--- src/rtl/dvi_video_sequencer_if.sv ---
// Video timing bundle from the sequencer to the TMDS encoders and pattern generator.
interface dvi_video_sequencer_if;
  logic       de;
  logic       hsync;
  logic       vsync;
  logic [9:0] x;
  logic [9:0] y;
  logic       frame_start;
  logic [2:0] pattern;

  modport master (
    output de,
    output hsync,
    output vsync,
    output x,
    output y,
    output frame_start,
    output pattern
  );

  modport slave (
    input de,
    input hsync,
    input vsync,
    input x,
    input y,
    input frame_start,
    input pattern
  );
endinterface

--- src/rtl/dvi_video_sequencer.sv ---
// Raster timing generator and frame-synchronous test-pattern selector for the DVI path.
// All video outputs are registered one cycle behind the internal hcnt/vcnt counters.
module dvi_video_sequencer #(
  parameter int unsigned H_ACTIVE       = 640,
  parameter int unsigned H_FP           = 16,
  parameter int unsigned H_SYNC         = 96,
  parameter int unsigned H_BP           = 48,
  parameter int unsigned V_ACTIVE       = 480,
  parameter int unsigned V_FP           = 10,
  parameter int unsigned V_SYNC         = 2,
  parameter int unsigned V_BP           = 33,
  parameter int unsigned SYNC_POL       = 0,
  parameter int unsigned NUM_PATTERNS   = 8,
  parameter int unsigned AUTO_FRAMES    = 120,
  parameter int unsigned LOCKOUT_FRAMES = 4
) (
  input  logic                         pixclk_i,
  input  logic                         reset_i,
  input  logic                         btn_next_i,
  input  logic                         auto_en_i,
  dvi_video_sequencer_if.master        video_o
);

  localparam int unsigned H_TOTAL = H_ACTIVE + H_FP + H_SYNC + H_BP;
  localparam int unsigned V_TOTAL = V_ACTIVE + V_FP + V_SYNC + V_BP;
  localparam int unsigned AutoW   = (AUTO_FRAMES > 1) ? $clog2(AUTO_FRAMES) : 1;
  localparam int unsigned LockW   = (LOCKOUT_FRAMES > 0) ? $clog2(LOCKOUT_FRAMES + 1) : 1;

  localparam logic [9:0] HLast   = 10'(H_TOTAL - 1);
  localparam logic [9:0] VLast   = 10'(V_TOTAL - 1);
  localparam logic [9:0] HAct    = 10'(H_ACTIVE);
  localparam logic [9:0] VAct    = 10'(V_ACTIVE);
  localparam logic [9:0] HsBegin = 10'(H_ACTIVE + H_FP);
  localparam logic [9:0] HsEnd   = 10'(H_ACTIVE + H_FP + H_SYNC);
  localparam logic [9:0] VsBegin = 10'(V_ACTIVE + V_FP);
  localparam logic [9:0] VsEnd   = 10'(V_ACTIVE + V_FP + V_SYNC);

  localparam logic             SyncOn   = (SYNC_POL != 0);
  localparam logic [2:0]       PatLast  = 3'(NUM_PATTERNS - 1);
  localparam logic [AutoW-1:0] AutoLast = AutoW'(AUTO_FRAMES - 1);
  localparam logic [LockW-1:0] LockLoad = LockW'(LOCKOUT_FRAMES);

  // Raster counters and registered timing outputs
  logic [9:0] hcnt_q, hcnt_d;
  logic [9:0] vcnt_q, vcnt_d;
  logic       de_q, de_d;
  logic       hsync_q, hsync_d;
  logic       vsync_q, vsync_d;
  logic [9:0] x_q;
  logic [9:0] y_q;
  logic       fs_q, fs_d;
  logic       frame_bound;

  // Pattern selection state
  logic [2:0]       pattern_q, pattern_d;
  logic             btn_meta_q, btn_sync_q, btn_prev_q;
  logic             pend_q, pend_d;
  logic [AutoW-1:0] auto_cnt_q, auto_cnt_d;
  logic [LockW-1:0] lock_q, lock_d;
  logic             btn_rise;
  logic             btn_accept;
  logic             auto_due;

  assign frame_bound = (hcnt_q == 10'd0) && (vcnt_q == 10'd0);

  always_comb begin
    hcnt_d = hcnt_q + 10'd1;
    vcnt_d = vcnt_q;
    if (hcnt_q == HLast) begin
      hcnt_d = 10'd0;
      vcnt_d = (vcnt_q == VLast) ? 10'd0 : vcnt_q + 10'd1;
    end
  end

  always_comb begin
    de_d    = (hcnt_q < HAct) && (vcnt_q < VAct);
    hsync_d = ((hcnt_q >= HsBegin) && (hcnt_q < HsEnd)) ? SyncOn : ~SyncOn;
    vsync_d = ((vcnt_q >= VsBegin) && (vcnt_q < VsEnd)) ? SyncOn : ~SyncOn;
    fs_d    = frame_bound;
  end

  always_ff @(posedge pixclk_i) begin
    if (reset_i) begin
      hcnt_q  <= 10'd0;
      vcnt_q  <= 10'd0;
      de_q    <= 1'b0;
      hsync_q <= ~SyncOn;
      vsync_q <= ~SyncOn;
      x_q     <= 10'd0;
      y_q     <= 10'd0;
      fs_q    <= 1'b0;
    end else begin
      hcnt_q  <= hcnt_d;
      vcnt_q  <= vcnt_d;
      de_q    <= de_d;
      hsync_q <= hsync_d;
      vsync_q <= vsync_d;
      x_q     <= hcnt_q;
      y_q     <= vcnt_q;
      fs_q    <= fs_d;
    end
  end

  // Button edges only count when no lockout is running
  assign btn_rise   = btn_sync_q & ~btn_prev_q;
  assign btn_accept = btn_rise && (lock_q == '0);
  assign auto_due   = auto_en_i && (auto_cnt_q == AutoLast);

  always_comb begin
    pattern_d  = pattern_q;
    pend_d     = pend_q | btn_accept;
    auto_cnt_d = auto_en_i ? auto_cnt_q : '0;
    lock_d     = lock_q;
    if (frame_bound) begin
      if (pend_q || auto_due) begin
        pattern_d  = (pattern_q == PatLast) ? 3'd0 : pattern_q + 3'd1;
        auto_cnt_d = '0;
        if (pend_q) begin
          // Lockout restarts here, so an edge landing on this very cycle is dropped
          lock_d = LockLoad;
          pend_d = 1'b0;
        end else begin
          pend_d = btn_accept;
        end
      end else begin
        auto_cnt_d = auto_en_i ? auto_cnt_q + AutoW'(1) : '0;
        if (lock_q != '0) begin
          lock_d = lock_q - LockW'(1);
        end
        pend_d = btn_accept;
      end
    end
  end

  always_ff @(posedge pixclk_i) begin
    if (reset_i) begin
      pattern_q  <= 3'd0;
      btn_meta_q <= 1'b0;
      btn_sync_q <= 1'b0;
      btn_prev_q <= 1'b0;
      pend_q     <= 1'b0;
      auto_cnt_q <= '0;
      lock_q     <= '0;
    end else begin
      pattern_q  <= pattern_d;
      btn_meta_q <= btn_next_i;
      btn_sync_q <= btn_meta_q;
      btn_prev_q <= btn_sync_q;
      pend_q     <= pend_d;
      auto_cnt_q <= auto_cnt_d;
      lock_q     <= lock_d;
    end
  end

  assign video_o.de          = de_q;
  assign video_o.hsync       = hsync_q;
  assign video_o.vsync       = vsync_q;
  assign video_o.x           = x_q;
  assign video_o.y           = y_q;
  assign video_o.frame_start = fs_q;
  assign video_o.pattern     = pattern_q;

endmodule

--- src/flat_wrapper.sv ---
// flat-port wrapper written by rule: the top's interface ports become plain ports
module dvi_video_sequencer_flat 
#(
  parameter int unsigned H_ACTIVE       = 640,
  parameter int unsigned H_FP           = 16,
  parameter int unsigned H_SYNC         = 96,
  parameter int unsigned H_BP           = 48,
  parameter int unsigned V_ACTIVE       = 480,
  parameter int unsigned V_FP           = 10,
  parameter int unsigned V_SYNC         = 2,
  parameter int unsigned V_BP           = 33,
  parameter int unsigned SYNC_POL       = 0,
  parameter int unsigned NUM_PATTERNS   = 8,
  parameter int unsigned AUTO_FRAMES    = 120,
  parameter int unsigned LOCKOUT_FRAMES = 4
)
  (pixclk_i, reset_i, btn_next_i, auto_en_i, video_o_de, video_o_hsync, video_o_vsync, video_o_x, video_o_y, video_o_frame_start, video_o_pattern);
  dvi_video_sequencer_if video_o_i ();
  input  logic pixclk_i;
  input  logic reset_i;
  input  logic btn_next_i;
  input  logic auto_en_i;
  output wire logic [$bits(video_o_i.de)-1:0] video_o_de;
  output wire logic [$bits(video_o_i.hsync)-1:0] video_o_hsync;
  output wire logic [$bits(video_o_i.vsync)-1:0] video_o_vsync;
  output wire logic [$bits(video_o_i.x)-1:0] video_o_x;
  output wire logic [$bits(video_o_i.y)-1:0] video_o_y;
  output wire logic [$bits(video_o_i.frame_start)-1:0] video_o_frame_start;
  output wire logic [$bits(video_o_i.pattern)-1:0] video_o_pattern;
  assign video_o_de = video_o_i.de;
  assign video_o_hsync = video_o_i.hsync;
  assign video_o_vsync = video_o_i.vsync;
  assign video_o_x = video_o_i.x;
  assign video_o_y = video_o_i.y;
  assign video_o_frame_start = video_o_i.frame_start;
  assign video_o_pattern = video_o_i.pattern;
  dvi_video_sequencer #(.H_ACTIVE(H_ACTIVE), .H_FP(H_FP), .H_SYNC(H_SYNC), .H_BP(H_BP), .V_ACTIVE(V_ACTIVE), .V_FP(V_FP), .V_SYNC(V_SYNC), .V_BP(V_BP), .SYNC_POL(SYNC_POL), .NUM_PATTERNS(NUM_PATTERNS), .AUTO_FRAMES(AUTO_FRAMES), .LOCKOUT_FRAMES(LOCKOUT_FRAMES)) u_core (.pixclk_i(pixclk_i), .reset_i(reset_i), .btn_next_i(btn_next_i), .auto_en_i(auto_en_i), .video_o(video_o_i));
endmodule
--- config.mk ---
export PLATFORM = sky130hd
export DESIGN_NAME = dvi_video_sequencer_flat
export DESIGN_NICKNAME = d
export VERILOG_FILES = /design/src/rtl/dvi_video_sequencer_if.sv /design/src/rtl/dvi_video_sequencer.sv /design/src/flat_wrapper.sv
export SDC_FILE = /design/constraint.sdc
export NUM_CORES = 1
export LEC_CHECK = 0
export CELL_PAD_IN_SITES_DETAIL_PLACEMENT = 1
export CELL_PAD_IN_SITES_GLOBAL_PLACEMENT = 1
export CORE_ASPECT_RATIO = 0.9
export CORE_UTILIZATION = 44
export CTS_BUF_LIST = sky130_fd_sc_hd__clkbuf_4
export CTS_CLUSTER_SIZE = 20
export DETAILED_ROUTE_END_ITERATION = 10
export PLACE_DENSITY = 0.9
export SYNTH_ARGS = -nofsm -noshare
export SYNTH_HDL_FRONTEND = slang
export SYNTH_SLANG_ARGS = --single-unit
export TNS_END_PERCENT = 100
--- constraint.sdc ---
create_clock -name pixclk_i -period 2.2 [get_ports pixclk_i]
set_clock_uncertainty 0.2 [all_clocks]
set_input_delay 0.44 -clock pixclk_i [delete_from_list [all_inputs] [get_ports pixclk_i]]
set_output_delay 0.44 -clock pixclk_i [all_outputs]
set_load 0.05 [all_outputs]
==> results of run 1 <==
per-layer routing:
metal / global-route usage [%] / up-vias / part of all wire, %
li1: - / 1119 / -
met1: 26.24 / 1176 / 41
met2: 45.16 / 47 / 54
met3: 6.067 / 15 / 3.5
met4: 9.655 / 0 / 1.7
met5: 0 / - / 0
through the flow:
step / power, mW / TNS [ns] / util, %
5_1_grt: 2.550 / -0.007621 / 58.71
4_1_cts: 2.471 / 0 / 57.69
3_5_place_dp: 1.584 / -0.1551 / 55.22
3_3_place_gp: 1.552 / -0.04861 / 55.22
2_1_floorplan: 1.441 / 0 / -
6_report: 2.457 / 0 / 58.71
final cells by class:
type | instances | area, um2
flip-flops and latches | 61 | 1221
inverters | 14 | 52.55
repair buffers | 52 | 488.0
multi-input cells | 194 | 1374
fillers | 663 | 2377
clock inverters | 7 | 90.09
well taps | 70 | 87.58
clock buffers | 9 | 67.56
flip-flops by register name (all words and copies together) (netlist names), 3 cells and up:
name                    flops
u_core.hcnt_q              10
u_core.vcnt_q              10
u_core.video_o.x           10
u_core.video_o.y           10
u_core.auto_cnt_q           7
u_core.lock_q               3
u_core.video_o.pattern      3
synthesized netlist by cell type, types with 6 or more instances:
master and number:
nand4_1 10, a21oi_1 13, inv_1 14, nor3_1 13
nand2_1 12, o31ai_1 6, nand3_1 10, and3_1 7
nor2b_1 21, ha_1 10, nor2_1 26, dfxtp_1 61
xor2_1 7
cell families after synthesis:
logic type      Yosys count  share of synthesized area, %
xor+xnor                  9                         2.945
mux                       3                         1.262
buf+inv                  26                         4.301
simple gates            127                         29.13
flops                    61                         45.63
fa+ha+maj                10                         4.675
compound gates           45                         12.06
path summary, 6_finish.rpt:
| check | start | endpoint | slack [ns] | cells past startpoint |
|---|---|---|---|---|
| hold reg to reg | u_core.btn_meta_q | u_core.btn_sync_q | 0.28 | 1 |
| setup / recovery | u_core.video_o.y[8] | video_o_y[8] | 0.04 | 1 |
| setup reg to reg | u_core.auto_cnt_q[0] | u_core.auto_cnt_q[0] | 0.06 | 5 |
| hold / removal | u_core.btn_meta_q | u_core.btn_sync_q | 0.28 | 1 |
timing repair:
item,in CTS,in global routing
setup endpoints to repair,12,14
gates resized for setup,12,15
buffers inserted,0,0
gates cloned,0,0
power groups by stage:
stage | Combinational [mW] | Clock, mW | Sequential [mW]
CTS | 0.386 | 0.908 | 1.18
finish | 0.393 | 0.886 | 1.18
global route | 0.428 | 0.939 | 1.18
floorplan | 0.223 | 0 | 1.22
global placement | 0.356 | 0 | 1.20
detailed placement | 0.381 | 0 | 1.20
==> qor.json, run 1 <==
{
  "worst_ep_required_time_ns": 1.56,
  "comb_power_share_pct": 16.0,
  "relative_contribution_of_sequential_cells_to_total_power_pct": 47.9,
  "instances_no_fill": 407,
  "slew_headroom_pct": 65.76,
  "mostFrequentLayoutCell": "dfxtp_1",
  "place.detailed.instances": 391,
  "status": "complete, but fails checks",
  "grt_pass1_wl_mm": 12.10,
  "areaGrowthSynthToFinish_pct": 26.32,
  "final_min_period_over_clock_period_pct": 98.29,
  "synthesized_flop_and_latch_total": 61,
  "synth_top_flop_cell": "dfxtp_1",
  "synth.lib_cells_used.distinct": 57,
  "netSwitchingPower_mw": 0.6727,
  "reg_clk_slew_reported_paths_ns": 0.12,
  "synth_async_sr_flop_share_pct": 0,
  "post_synth_instance_area_um2": 2676,
  "mostFrequentLayoutCells": "dfxtp_1 (61), nor2_1 (26), buf_4 (21)",
  "finalWorstPathRequiredPeriod_ns": 2.162,
  "dpl.hpwl_mm": 5.260,
  "number_of_standard_cells_after_synthesis": 281,
  "timing_worst_slew_pin_value_ns": 0.5128,
  "critical_path_class": "reg2out",
  "switching_share_pct": 27.38,
  "drc": 4,
  "cts.hold.buffers_added": 0,
  "post-route-cell-area_um2": 3381,
  "htree_levels": 3,
  "main_area_contributors_after_synthesis": "dfxtp_1 (46%), nor2b_1 (4.9%), ha_1 (4.7%)",
  "design.die.area_um2": 6399,
  "final_critical_path_setup_slack_ns": 0.03771,
  "power.leakage_nw": 1.540,
  "p_int_mw": 1.784,
  "ctsLongestPathBuffers": 2,
  "fmaxAchievable_mhz": 462.5,
  "worst-path-buf-inv": 1,
  "detail_route.vias_per_cell": 5.791,
  "finalNetCount": 346,
  "share_of_layout_cells_above_drive_strength_1_pct": 16.91,
  "maxSlewViolCount": 0,
  "routed_wirelength_normalized_by_instance_count_um": 18.34,
  "power-per-cell-area_nw_per_um2": 726.7,
  "max_cap_violations": 0,
  "synth_edf_count": 0,
  "timing.critical_path.slowest_cell_delay_ns": 0.79,
  "clock_power_share_pct": 36.1,
  "failed_checks": "design-rule violations",
  "worstSkewPairLatency_ns": 0.41,
  "globalRoute.totalOverflow": 0,
  "top_level_ports": 31,
  "initial_utilization_pct": 46.48,
  "mean_instance_size_in_the_synthesized_netlist_um2": 9.524,
  "cts.sinks": 61,
  "diodes": 0,
  "dpl_cell_area_um2": 3179,
  "dr_total_vias": 2357,
  "grt_pass1_vias": 2515,
  "crit_slowest_cell": "clkdlybuf4s50_1",
  "die_w_um": 84.21,
  "yosys.area.top_type": "dfxtp_1",
  "crit_arrival_ns": 1.52,
  "clk_root_buffer_cell": "clkbuf_4",
  "synth_top_area_share_pct": 45.63,
  "std_cell_rows": 26,
  "report.final.hold_viol_count": 0,
  "whs_ns": 0.2750,
  "crit_path_start_kind": "flop",
  "synth-warning-count": 0,
  "grt_antenna_before_repair": 0,
  "floorplan.die.height_um": 75.99,
  "detail-route-antenna-nets": 0,
  "critical-path-top-delay-family": "buffers and inverters",
  "synth_sequential_area_ratio_pct": 45.63,
  "placement.io_buffers": 30,
  "timing.hold.worst.class": "reg2reg",
  "postRouteWirelength_mm": 7.466,
  "synth_fp_nets": 295,
  "overall_global_routing_resource_usage_pct": 24.31,
  "cts_bufs_inserted": 9,
  "crit_path_max_fanout": 1,
  "max-vdd-ir-drop_v": 0.0004111,
  "place.gp.congestion": 0.8600,
  "dr.first_iter.drc_count": 80,
  "pin_count_of_the_biggest_net_entering_global_routing": 25,
  "setup_viol": 0,
  "post-place-ws_ns": -0.06293,
  "setup.worst_path.end_class": "output port",
  "critical_path.cell_chain": "clkdlybuf4s50_1",
  "core-area_um2": 5758,
  "clock_tree_from_tritoncts": "yes",
  "first_pass_iters": 7
}
Power figures use the tool's default switching activity.
==> run 2: changes to the inputs <==
- CTS_CLUSTER_SIZE: 20 -> 10
- SKIP_CTS_REPAIR_TIMING: default -> 1
==> qor.json, run 2 (synthesis gave the netlist of run 1 again) <==
{
  "crit_arrival": {"value": 1.52, "unit": "ns", "change": "about the same"},
  "pin_count_of_the_biggest_net_entering_global_routing": {"value": 25, "change": "unchanged"},
  "use_met1": {"value": 26.11, "unit": "%", "change": "was 26.24%"},
  "multi_input_comb_area": {"value": 1374, "unit": "um2", "change": "unchanged"},
  "std_cell_rows": {"value": 26, "change": "unchanged"},
  "max_cap_violations": {"value": 0, "change": "unchanged"},
  "htree_levels": {"value": 3, "change": "unchanged"},
  "crit_path_max_fanout": {"value": 1, "change": "unchanged"},
  "seq_area": {"value": 1221, "unit": "um2", "change": "unchanged"},
  "instances_no_fill": {"value": 407, "change": "unchanged"},
  "diodes": {"value": 0, "change": "unchanged"},
  "globalRoute.totalOverflow": {"value": 0, "change": "unchanged"},
  "mostFrequentLayoutCell": {"value": "dfxtp_1", "change": "unchanged"},
  "grt_pass1_vias": {"value": 2507, "change": "was 2515"},
  "num-fill-cells": {"value": 649, "change": "was 663"},
  "critical-path-top-delay-family": {"value": "buffers and inverters", "change": "unchanged"},
  "grt_antenna_before_repair": {"value": 0, "change": "unchanged"},
  "crit_path_start": {"value": "u_core.video_o.y[8]", "change": "unchanged"},
  "timing_worst_slew_pin_value": {"value": 0.5408, "unit": "ns", "change": "was 0.5128 ns"},
  "areaGrowthSynthToFinish": {"value": 28.00, "unit": "%", "change": "was 26.32%"},
  "finalNetCount": {"value": 346, "change": "unchanged"},
  "worstSetupPathDepth": {"value": 1, "change": "unchanged"},
  "floorplan.die.height": {"value": 75.99, "unit": "um", "change": "unchanged"},
  "reg2regPathDepth": {"value": 6, "change": "was 5"},
  "maxSlewViolCount": {"value": 0, "change": "unchanged"},
  "busiest_layer": {"value": "met2", "change": "unchanged"},
  "place.detailed.instances": {"value": 391, "change": "unchanged"},
  "detail-route-antenna-nets": {"value": 0, "change": "unchanged"},
  "failed_checks": {"value": "design-rule violations", "change": "unchanged"},
  "final_critical_path_setup_slack": {"value": 0.03612, "unit": "ns", "change": "was 0.03771 ns"},
  "worstSkewPairLatency": {"value": 0.41, "unit": "ns", "change": "about the same"},
  "postRouteWirelength": {"value": 7.482, "unit": "mm", "change": "was 7.466 mm"},
  "clock_tree_from_tritoncts": {"value": "yes", "change": "unchanged"},
  "drc": {"value": 4, "change": "unchanged"},
  "post-route-cell-area": {"value": 3426, "unit": "um2", "change": "was 3381 um2"},
  "place.gp.congestion": {"value": 0.8600, "change": "unchanged"},
  "setup_viol": {"value": 0, "change": "unchanged"},
  "min_path_cells": {"value": 1, "change": "unchanged"},
  "status": {"value": "complete, but fails checks", "change": "unchanged"},
  "placement.io_buffers": {"value": 30, "change": "unchanged"},
  "grt.met2_usage": {"value": 45.08, "unit": "%", "change": "was 45.16%"},
  "final_min_period_over_clock_period": {"value": 98.36, "unit": "%", "change": "was 98.29%"},
  "dr_total_vias": {"value": 2366, "change": "was 2357"},
  "share_of_layout_cells_above_drive_strength_1": {"value": 16.91, "unit": "%", "change": "unchanged"},
  "worst_ep_required_time": {"value": 1.56, "unit": "ns", "change": "about the same"},
  "report.final.hold_viol_count": {"value": 0, "change": "unchanged"},
  "finalWorstPathRequiredPeriod": {"value": 2.164, "unit": "ns", "change": "was 2.162 ns"},
  "crit_path_start_kind": {"value": "flop", "change": "unchanged"},
  "cts_bufs_inserted": {"value": 9, "change": "unchanged"},
  "power.leakage": {"value": 1.690, "unit": "nW", "change": "was 1.540 nW"},
  "clk_root_buffer_cell": {"value": "clkbuf_4", "change": "unchanged"},
  "dpl_cell_area": {"value": 3179, "unit": "um2", "change": "unchanged"},
  "core-area": {"value": 5758, "unit": "um2", "change": "unchanged"},
  "dr.first_iter.drc_count": {"value": 108, "change": "was 80"},
  "globalRouteMet3Util": {"value": 6.067, "unit": "%", "change": "unchanged"},
  "ctsLongestPathBuffers": {"value": 2, "change": "unchanged"},
  "design.die.area": {"value": 6399, "unit": "um2", "change": "unchanged"},
  "critical_path_class": {"value": "reg2out", "change": "unchanged"},
  "setup.reg_to_reg.worst_slack": {"value": 0.08, "unit": "ns", "change": "was 0.06 ns"},
  "totalNegativeSetupSlack": {"value": 0, "unit": "ns", "change": "unchanged"},
  "reg2reg_to": {"value": "u_core.lock_q[0]", "change": "was u_core.auto_cnt_q[0]"},
  "first_pass_iters": {"value": 7, "change": "unchanged"},
  "critical_path.cell_chain": {"value": "clkdlybuf4s50_1", "change": "unchanged"},
  "cts.sinks": {"value": 61, "change": "unchanged"},
  "setup.worst_path.end_class": {"value": "output port", "change": "unchanged"},
  "slew_headroom": {"value": 63.89, "unit": "%", "change": "was 65.76%"},
  "total_power": {"value": 2.463, "unit": "mW", "change": "was 2.457 mW"},
  "overall_global_routing_resource_usage": {"value": 24.24, "unit": "%", "change": "was 24.31%"},
  "fin_util": {"value": 59.50, "unit": "%", "change": "was 58.71%"},
  "setup.worst_path.end": {"value": "video_o_y[8]", "change": "unchanged"},
  "top_level_ports": {"value": 31, "change": "unchanged"},
  "whs": {"value": 0.2760, "unit": "ns", "change": "was 0.2750 ns"},
  "hold_path_start": {"value": "u_core.btn_meta_q", "change": "unchanged"},
  "timing.hold.worst.class": {"value": "reg2reg", "change": "unchanged"},
  "worst_r2r_startpoint": {"value": "u_core.hcnt_q[1]", "change": "was u_core.auto_cnt_q[0]"},
  "max-vdd-ir-drop": {"value": 0.0004091, "unit": "V", "change": "was 0.0004111 V"},
  "mostFrequentLayoutCells": {"value": "dfxtp_1 (61), nor2_1 (26), dlymetal6s2s_1 (22)", "change": "was dfxtp_1 (61), nor2_1 (26), buf_4 (21)"},
  "power-per-cell-area": {"value": 718.9, "unit": "nW/um2", "change": "was 726.7 nW/um2"},
  "post-place-ws": {"value": -0.06293, "unit": "ns", "change": "unchanged"},
  "dpl.hpwl": {"value": 5.260, "unit": "mm", "change": "unchanged"},
  "timing.critical_path.slowest_cell_delay": {"value": 0.79, "unit": "ns", "change": "about the same"},
  "routed_wirelength_normalized_by_instance_count": {"value": 18.38, "unit": "um", "change": "was 18.34 um"},
  "fmaxAchievable": {"value": 462.1, "unit": "MHz", "change": "was 462.5 MHz"},
  "reg_clk_slew_reported_paths": {"value": 0.11, "unit": "ns", "change": "was 0.12 ns"},
  "die_w": {"value": 84.21, "unit": "um", "change": "unchanged"},
  "worst-path-buf-inv": {"value": 1, "change": "unchanged"},
  "detail_route.vias_per_cell": {"value": 5.813, "change": "was 5.791"},
  "initial_utilization": {"value": 46.48, "unit": "%", "change": "unchanged"},
  "grt_pass1_wl": {"value": 12.06, "unit": "mm", "change": "was 12.10 mm"},
  "crit_slowest_cell": {"value": "clkdlybuf4s50_1", "change": "unchanged"}
}
run 2: final cells by class:
| class | instances | area share [%] |
|---|---|---|
| clock inverters | 7 | 2.630 |
| inverters | 14 | 1.534 |
| flip-flops and latches | 61 | 35.65 |
| multi-input cells | 194 | 40.10 |
| well taps | 70 | 2.557 |
| repair buffers | 52 | 15.56 |
| clock buffers | 9 | 1.972 |
run 2: worst min-delay path by stage:
stage	to
finish	u_core.btn_sync_q
global route	u_core.btn_sync_q
CTS	u_core.btn_sync_q
detailed placement	u_core.btn_sync_q
global placement	u_core.btn_sync_q
floorplan	u_core.btn_sync_q
run 2: power by group:
| group | switching [mW] | internal [mW] | total, mW |
|---|---|---|---|
| combinational | 0.216 | 0.185 | 0.401 |
| sequential | 0.0309 | 1.15 | 1.18 |
| clock | 0.428 | 0.455 | 0.883 |
| total | 0.675 | 1.79 | 2.46 |
run 2: metal layers:
layer | part of all wire (%) | wire, um | vias to the layer above
li1 | - | - | 1116
met2 | 53 | 3986 | 53
met3 | 3.6 | 268 | 17
met5 | 0 | 0 | -
met1 | 41 | 3081 | 1180
met4 | 2.0 | 146 | 0
